File: src/rtl/poci_pkg.sv
// Shared types and constants for the POCI readout slice.
//   BYTE_W        : width of one config register / shifted byte
//   byte_t        : one byte
//   poci_state_t  : shifter FSM states
//   RESERVED_ADDR : address 0, never backed by a register
package poci_pkg;
  localparam int BYTE_W = 8;
  typedef logic [BYTE_W-1:0] byte_t;
  typedef enum logic {ST_IDLE, ST_SHIFT} poci_state_t;
  localparam byte_t RESERVED_ADDR = 8'h00;
endpackage

File: src/rtl/poci_readout_if.sv
// Upstream byte bus from the PICO path into the readout stage.
//   byte_valid : one-cycle byte boundary strobe
//   wr_en      : 1 = data phase (write), 0 = pointer phase (read only)
//   addr       : address pointer
//   wdata      : write data
// master = upstream PICO stage, slave = poci_readout.
interface poci_readout_if;
  import poci_pkg::*;
  logic  byte_valid;
  logic  wr_en;
  byte_t addr;
  byte_t wdata;

  modport master (output byte_valid, wr_en, addr, wdata);
  modport slave  (input  byte_valid, wr_en, addr, wdata);
endinterface

File: src/rtl/poci_p2s_shifter.sv
// Parallel-to-serial shifter for the POCI line, MSB first, one bit per sclk.
//   sclk, rstn  : clock, async active-low reset
//   load        : take load_data and restart the byte
//   load_data   : byte to shift out
//   serial_out  : POCI bit (0 while idle)
//   busy        : high while a byte is being shifted
//   overrun     : sticky, set when a load abandons a partially sent byte
//   parity_out  : (POCI_PARITY_EN only) odd parity of the last loaded byte
// Optional feature macro: POCI_PARITY_EN.
module poci_p2s_shifter
  import poci_pkg::*;
(
  input  logic  sclk,
  input  logic  rstn,
  input  logic  load,
  input  byte_t load_data,
  output logic  serial_out,
  output logic  busy,
`ifdef POCI_PARITY_EN
  output logic  parity_out,
`endif
  output logic  overrun
);
  poci_state_t state;
  byte_t       shifter;
  logic [2:0]  bit_cnt;

  // serial_out/busy are registered alongside the state so they track it
  // exactly: serial_out always equals shifter[7] while shifting.
  always_ff @(posedge sclk or negedge rstn) begin
    if (!rstn) begin
      state      <= ST_IDLE;
      shifter    <= '0;
      bit_cnt    <= '0;
      serial_out <= 1'b0;
      busy       <= 1'b0;
      overrun    <= 1'b0;
    end else if (load) begin
      // A load on the last bit is a seamless back-to-back; earlier is a loss.
      if (state == ST_SHIFT && bit_cnt != 3'd7) overrun <= 1'b1;
      state      <= ST_SHIFT;
      shifter    <= load_data;
      bit_cnt    <= '0;
      serial_out <= load_data[7];
      busy       <= 1'b1;
    end else if (state == ST_SHIFT) begin
      shifter <= {shifter[6:0], 1'b0};
      if (bit_cnt == 3'd7) begin
        state      <= ST_IDLE;
        bit_cnt    <= '0;
        serial_out <= 1'b0;
        busy       <= 1'b0;
      end else begin
        bit_cnt    <= bit_cnt + 3'd1;
        serial_out <= shifter[6];
      end
    end
  end

`ifdef POCI_PARITY_EN
  // Reset value 1 is the odd parity of the all-zero byte.
  always_ff @(posedge sclk or negedge rstn) begin
    if (!rstn)     parity_out <= 1'b1;
    else if (load) parity_out <= ~^load_data;
  end
`endif
endmodule

File: src/rtl/poci_readout.sv
// POCI readout stage: config register bank written from the PICO byte bus,
// addressed register serialized back on POCI.
//   sclk, rstn  : clock, async active-low reset
//   up          : upstream byte bus (slave modport)
//   serial_out  : POCI bit, busy : shifting, overrun : sticky early-reload flag
//   cfg_regs    : flat bank, address k+1 at bits [8k+7:8k]
//   parity_out  : (POCI_PARITY_EN only) odd parity of the loaded byte
// Optional feature macro: POCI_PARITY_EN.
module poci_readout
  import poci_pkg::*;
#(
  parameter int    NUM_REGS = 16,
  parameter byte_t RST_VAL  = 8'h00
) (
  input  logic                       sclk,
  input  logic                       rstn,
  poci_readout_if.slave              up,
  output logic                       serial_out,
  output logic                       busy,
  output logic                       overrun,
`ifdef POCI_PARITY_EN
  output logic                       parity_out,
`endif
  output logic [NUM_REGS*BYTE_W-1:0] cfg_regs
);
  logic [NUM_REGS-1:0][BYTE_W-1:0] regs;
  logic  in_range;
  byte_t rd_val;

  assign in_range = (up.addr != RESERVED_ADDR) && (int'(up.addr) <= NUM_REGS);
  assign cfg_regs = regs;

  always_ff @(posedge sclk or negedge rstn) begin
    if (!rstn) begin
      for (int k = 0; k < NUM_REGS; k++) regs[k] <= RST_VAL;
    end else if (up.byte_valid && up.wr_en) begin
      for (int k = 0; k < NUM_REGS; k++)
        if (up.addr == 8'(k + 1)) regs[k] <= up.wdata;
    end
  end

  // Out-of-range addresses match no register and read as zero; a write in
  // the same cycle bypasses the bank so the fresh value is shifted out.
  always_comb begin
    rd_val = '0;
    for (int k = 0; k < NUM_REGS; k++)
      if (up.addr == 8'(k + 1)) rd_val = regs[k];
    if (up.wr_en && in_range) rd_val = up.wdata;
  end

  poci_p2s_shifter u_shifter (
    .sclk       (sclk),
    .rstn       (rstn),
    .load       (up.byte_valid),
    .load_data  (rd_val),
    .serial_out (serial_out),
    .busy       (busy),
`ifdef POCI_PARITY_EN
    .parity_out (parity_out),
`endif
    .overrun    (overrun)
  );
endmodule

File: src/flat_wrapper.sv
// flat-port wrapper written by rule: the top's interface ports become plain ports
module poci_readout_flat import poci_pkg::*;
#(
  parameter int    NUM_REGS = 16,
  parameter byte_t RST_VAL  = 8'h00
)
  (sclk, rstn, serial_out, busy, overrun, cfg_regs, up_byte_valid, up_wr_en, up_addr, up_wdata);
  poci_readout_if up_i ();
  input  logic sclk;
  input  logic rstn;
  output logic serial_out;
  output logic busy;
  output logic overrun;
  output logic [NUM_REGS*BYTE_W-1:0] cfg_regs;
  input wire logic [$bits(up_i.byte_valid)-1:0] up_byte_valid;
  input wire logic [$bits(up_i.wr_en)-1:0] up_wr_en;
  input wire logic [$bits(up_i.addr)-1:0] up_addr;
  input wire logic [$bits(up_i.wdata)-1:0] up_wdata;
  assign up_i.byte_valid = up_byte_valid;
  assign up_i.wr_en = up_wr_en;
  assign up_i.addr = up_addr;
  assign up_i.wdata = up_wdata;
  poci_readout #(.NUM_REGS(NUM_REGS), .RST_VAL(RST_VAL)) u_core (.sclk(sclk), .rstn(rstn), .up(up_i), .serial_out(serial_out), .busy(busy), .overrun(overrun), .cfg_regs(cfg_regs));
endmodule
File: config.mk
export PLATFORM = sky130hd
export DESIGN_NAME = poci_readout_flat
export DESIGN_NICKNAME = d
export VERILOG_FILES = /design/src/rtl/poci_pkg.sv /design/src/rtl/poci_readout_if.sv /design/src/rtl/poci_p2s_shifter.sv /design/src/rtl/poci_readout.sv /design/src/flat_wrapper.sv
export SDC_FILE = /design/constraint.sdc
export NUM_CORES = 1
export LEC_CHECK = 0
export CAP_MARGIN = 20
export CORE_ASPECT_RATIO = 0.75
export CORE_UTILIZATION = 47
export DETAILED_ROUTE_END_ITERATION = 6
export HOLD_SLACK_MARGIN = 0.15
export PLACE_DENSITY = 0.77
export RECOVER_POWER = 100
export SETUP_SLACK_MARGIN = 0.3
export SYNTH_ARGS = -nofsm -noshare
export SYNTH_HDL_FRONTEND = slang
export SYNTH_SLANG_ARGS = --single-unit
File: constraint.sdc
create_clock -name sclk -period 1.5 [get_ports sclk]
set_input_delay 0.3 -clock sclk [delete_from_list [all_inputs] [get_ports sclk]]
set_output_delay 0.3 -clock sclk [all_outputs]
set_load 0.01 [all_outputs]
==> summary.md <==
| Metric | Value |
|---|---|
| Type of the tightest min-delay check | primary input to register |
| Syn Area/Cell | 11.5 µm² |
| Worst Tran Pin Value | 1.20 ns |
| Vertical extent of the die | 109 µm |
| Count of synthesis-stage warnings from yosys | 0 |
| Headroom to the max-slew limit | 0.202 |
| Total of max-cap violations | 0 |
| DR pass1 iterations | 5 |
| Syn_nets | 647 |
| Floorplan die area | 0.0158 mm² |
| ANT nets after route | 0 |
| Core Footprint | 0.0147 mm² |
| Critical path destination | u_core.u_shifter.shifter[4] |
| Critical R2R Launch | u_core.cfg_regs[12] |
| Std-Cell Rows | 38 |
| Maximum clock path buffer count | 2 |
| Detailed-route DRC error count | 0 |
| Unrepaired setup endpoints after global routing | yes |
| Clock transition at the registers of the reported paths | 0.06 ns |
| Clock latency reported for the late side of the worst-skew pair | 0.45 ns |
| Register-to-register setup slack | -0.38 ns |
| Via count of the first global-routing pass | 8040 |
| Final weighted congestion in routability-driven placement | 0.941 |
| H-tree depth | 4 |
| #FFs+latches synth | 142 |
| Setup TNS after final layout | -28.66 ns |
| Sinks on the clock net | 142 |
| Pin count of the biggest net entering global routing | 40 |
| Post-route clock skew | 0.0119 ns |
| Critical path startpoint category | register |
| Cell family contributing the most delay on the critical path | compound AO/OA/AOI/OAI gates |
| Leakage dissipation | 5.88 nW |
| Post-layout utilization of the core | 0.836 |
| Remaining global-route overflow | 0 |
| Root buffer cell | clkbuf_16 |
| Number of clock buffers inserted by TritonCTS | 17 |
| Share of flip-flops with an asynchronous set or reset | 1.00 |
| Number of enable flip-flop cells after synthesis | 0 |
| Total GRT Usage | 0.421 |
| Critical path's slowest cell | dfrtp_1 |
| Path type of the worst setup path | register to register |
| Share of post-route cells with drive strength above 1 | 0.540 |
| Design Power | 10.2 mW |
| WL/cell | 27.7 µm |
| Setup violation total in the final timing report | 132 |
| Growth of design area from synthesis to finish | 71.2% |
| Failing checks | negative setup slack |
| Number of antenna violations at the first check in global routing | 0 |
| Starting density of the core | 0.488 |
| Worst Setup Slack, final | -0.382 ns |
| Wire length of the first global-routing pass | 47700 µm |
| Count of final max-slew check failures | 0 |
| CP dominant cell by count | o21ai_1 |
| R2R Path End | u_core.u_shifter.shifter[4] |
| Final cycle utilization of the critical path | 1.25 |
| Number of standard cells after synthesis | 625 |
| Fin crit period | 1.88 ns |
| Start point of the critical path | u_core.cfg_regs[12] |
| Run status | complete, but fails checks |
| Number of DRC violations after detailed-routing iteration 0 | 839 |
| Number of top-level design ports | 151 |
| Peak clock frequency supported by timing | 531 MHz |
| Count of buffering cells on the critical path with inverters included | 0 |
| Power per cell area | 827 mW/mm² |
| CTS tree | built |
| Chip width | 145 µm |
| Ordered list of cells on the worst path | nor2b_1 > o21ai_1 > a21oi_1 > a211oi_1 > o21ai_1 > a221o_1 |
| Share of synthesized area occupied by flip-flops and latches | 0.495 |
| Logic depth of the worst register-to-register path | 6 |
| Worst IR Drop VDD | 1.07 mV |
| Data required time at the worst endpoint | 1.83 ns |
| IO buf count | 150 |
| Number of hold-slack violations in the final timing report | 0 |
| Number of distinct standard cells referenced by the synthesized netlist | 64 |
| Slowest Stage Delay on Critical Path | 0.40 ns |
| N_diodes | 0 |
| Number of cells on the critical path | 6 |
| Nets | 1081 |
| Ys flop type | dfrtp_1 |
| Wire length reported by the detailed router | 35300 µm |
| Element type at the critical path end | register |
| HPWL after DPL | 19500 µm |
| Post-Syn Area | 0.00718 mm² |
| Vias per inst | 6.28 |
| Arrival time at the worst endpoint | 2.21 ns |
| Count of vias placed by the detailed router | 7982 |
| Worst Path Max Fanout | 2 |
Yosys cell counts, types with 5 or more instances:
cell type | instances | area (µm²)
nor2_1 | 40 | 150
o221ai_1 | 6 | 52.6
o22ai_1 | 12 | 75.1
nand2_1 | 22 | 82.6
mux2i_1 | 21 | 210
dfrtp_1 | 142 | 3550
nand2b_1 | 8 | 50.1
a221oi_1 | 5 | 43.8
inv_1 | 8 | 30.0
nor2b_1 | 8 | 50.1
nor4_1 | 6 | 37.5
buf_2 | 9 | 45.0
nand3_1 | 14 | 70.1
a31oi_1 | 6 | 37.5
or3_1 | 9 | 56.3
nor2_2 | 8 | 50.1
buf_1 | 8 | 30.0
clkbuf_1 | 23 | 86.3
o21ai_0 | 19 | 95.1
mux2_2 | 130 | 1460
a21oi_1 | 26 | 130
nor3_1 | 13 | 65.1
registers in the layout, summed over array words and instances, names as in the netlist:
signal	flops
u_core.u_shifter.state	1
u_core.u_shifter.serial_out	1
u_core.u_shifter.busy	1
u_core.u_shifter.shifter	7
u_core.u_shifter.bit_cnt	3
u_core.cfg_regs	128
u_core.u_shifter.overrun	1
worst min-delay path by stage:
stage             startpoint                          end  slack, ns  cells after the start
2_1_floorplan           rstn           u_core.cfg_regs[0]      0.004                      0
3_3_place_gp            rstn          u_core.cfg_regs[74]       0.24                      1
3_5_place_dp            rstn          u_core.cfg_regs[57]       0.24                      1
4_1_cts                 rstn          u_core.cfg_regs[57]       0.36                      2
5_1_grt        up_byte_valid  u_core.u_shifter.bit_cnt[1]       0.53                      3
6_report          up_addr[4]  u_core.u_shifter.shifter[0]       0.48                      6
per-stage QoR:
stage | setup WS, ns | hold slack, ns | cell area [µm²] | cells
after floorplan | -0.626 | 0.00441 | 7340 | 625
after global placement | -1.26 | 0.236 | 10400 | 1123
after detailed placement | -1.25 | 0.243 | 10400 | 1123
after CTS | -0.319 | 0.363 | 12400 | 1255
after global routing | -0.486 | 0.531 | 12300 | 1272
final | -0.382 | 0.483 | 12300 | 1272
tightest hold or removal path, stage by stage:
cell and delay (ns):
buf_6 0.11, buf_4 0.14, nand2_1 0.06, a21oi_1 0.11, or3_1 0.11, o21ai_1 0.05
power breakdown:
part	total [mW]	internal [mW]	switching [mW]
registers	4.04	3.94	0.0948
logic	1.52	0.698	0.826
clock network	4.60	2.64	1.96
layer usage:
metal  part of all wire  vias to the layer above  global-route usage  wire [µm]
li1                   -                     3197                   -          -
met1               0.38                     3957               0.535      13400
met2               0.46                      639               0.673      16300
met3               0.10                      189               0.109       3540
met4              0.056                        0               0.199       1980
met5                  0                        -                   0          0
what timing repair did:
action / 4_1_cts / 5_1_grt
hold endpoints to repair: 60 / 0
pin swaps: 40 / 22
setup endpoints to repair: 272 / 271
cloned: 3 / 0
hold buffers: 1 / 0
setup buffers: 96 / 17
resized for setup: 853 / 80
logic make-up (layout without fill, tap and decap cells):
logic type                 count (synthesis)  after routing  synth area share
and+or+nand+nor                          161            162             0.125
muxes                                    151            151             0.233
buffers and inverters                     50            496            0.0282
DFF                                      142            142             0.495
xor gates and xnor gates                   1              1           0.00122
adders and majority gates                  2              2           0.00349
AOI/OAI and AO/OA                        118            118             0.114
layout by cell type (no fill, tap or decap), types with 4 or more instances in the layout:
| cell type | n |
|---|---|
| inv_1 | 7 |
| buf_12 | 16 |
| a31oi_1 | 5 |
| inv_6 | 4 |
| a221o_1 | 4 |
| buf_2 | 5 |
| o21ai_2 | 4 |
| and3_1 | 4 |
| or3_1 | 6 |
| a21oi_2 | 5 |
| nor2b_1 | 7 |
| clkbuf_1 | 119 |
| dfrtp_1 | 141 |
| mux2i_1 | 19 |
| nor3_1 | 6 |
| clkinvlp_4 | 4 |
| nand2b_1 | 5 |
| buf_4 | 188 |
| nor2_1 | 39 |
| clkbuf_16 | 17 |
| buf_6 | 101 |
| clkdlybuf4s50_1 | 8 |
| mux2_4 | 92 |
| nor2_4 | 11 |
| nand2_1 | 12 |
| or3_4 | 4 |
| nand3_1 | 8 |
| o21ai_1 | 7 |
| mux2_2 | 38 |
| nand2_2 | 6 |
| buf_8 | 6 |
| nand4_1 | 4 |
| nor3_2 | 7 |
| nor4_2 | 4 |
| nand2_4 | 4 |
| o21ai_0 | 8 |
| a21oi_1 | 21 |
| clkbuf_4 | 7 |
| o22ai_1 | 8 |
area by class of cell:
class / instances / area (µm²)
inverter: 9 / 35.0
sequential: 142 / 3550
fill: 813 / 2400
timing repair buffer: 455 / 3610
multi-input combinational: 434 / 4230
clock inverter: 15 / 185
tap: 200 / 250
clock buffer: 17 / 425
(Power assumes the default switching activity.)
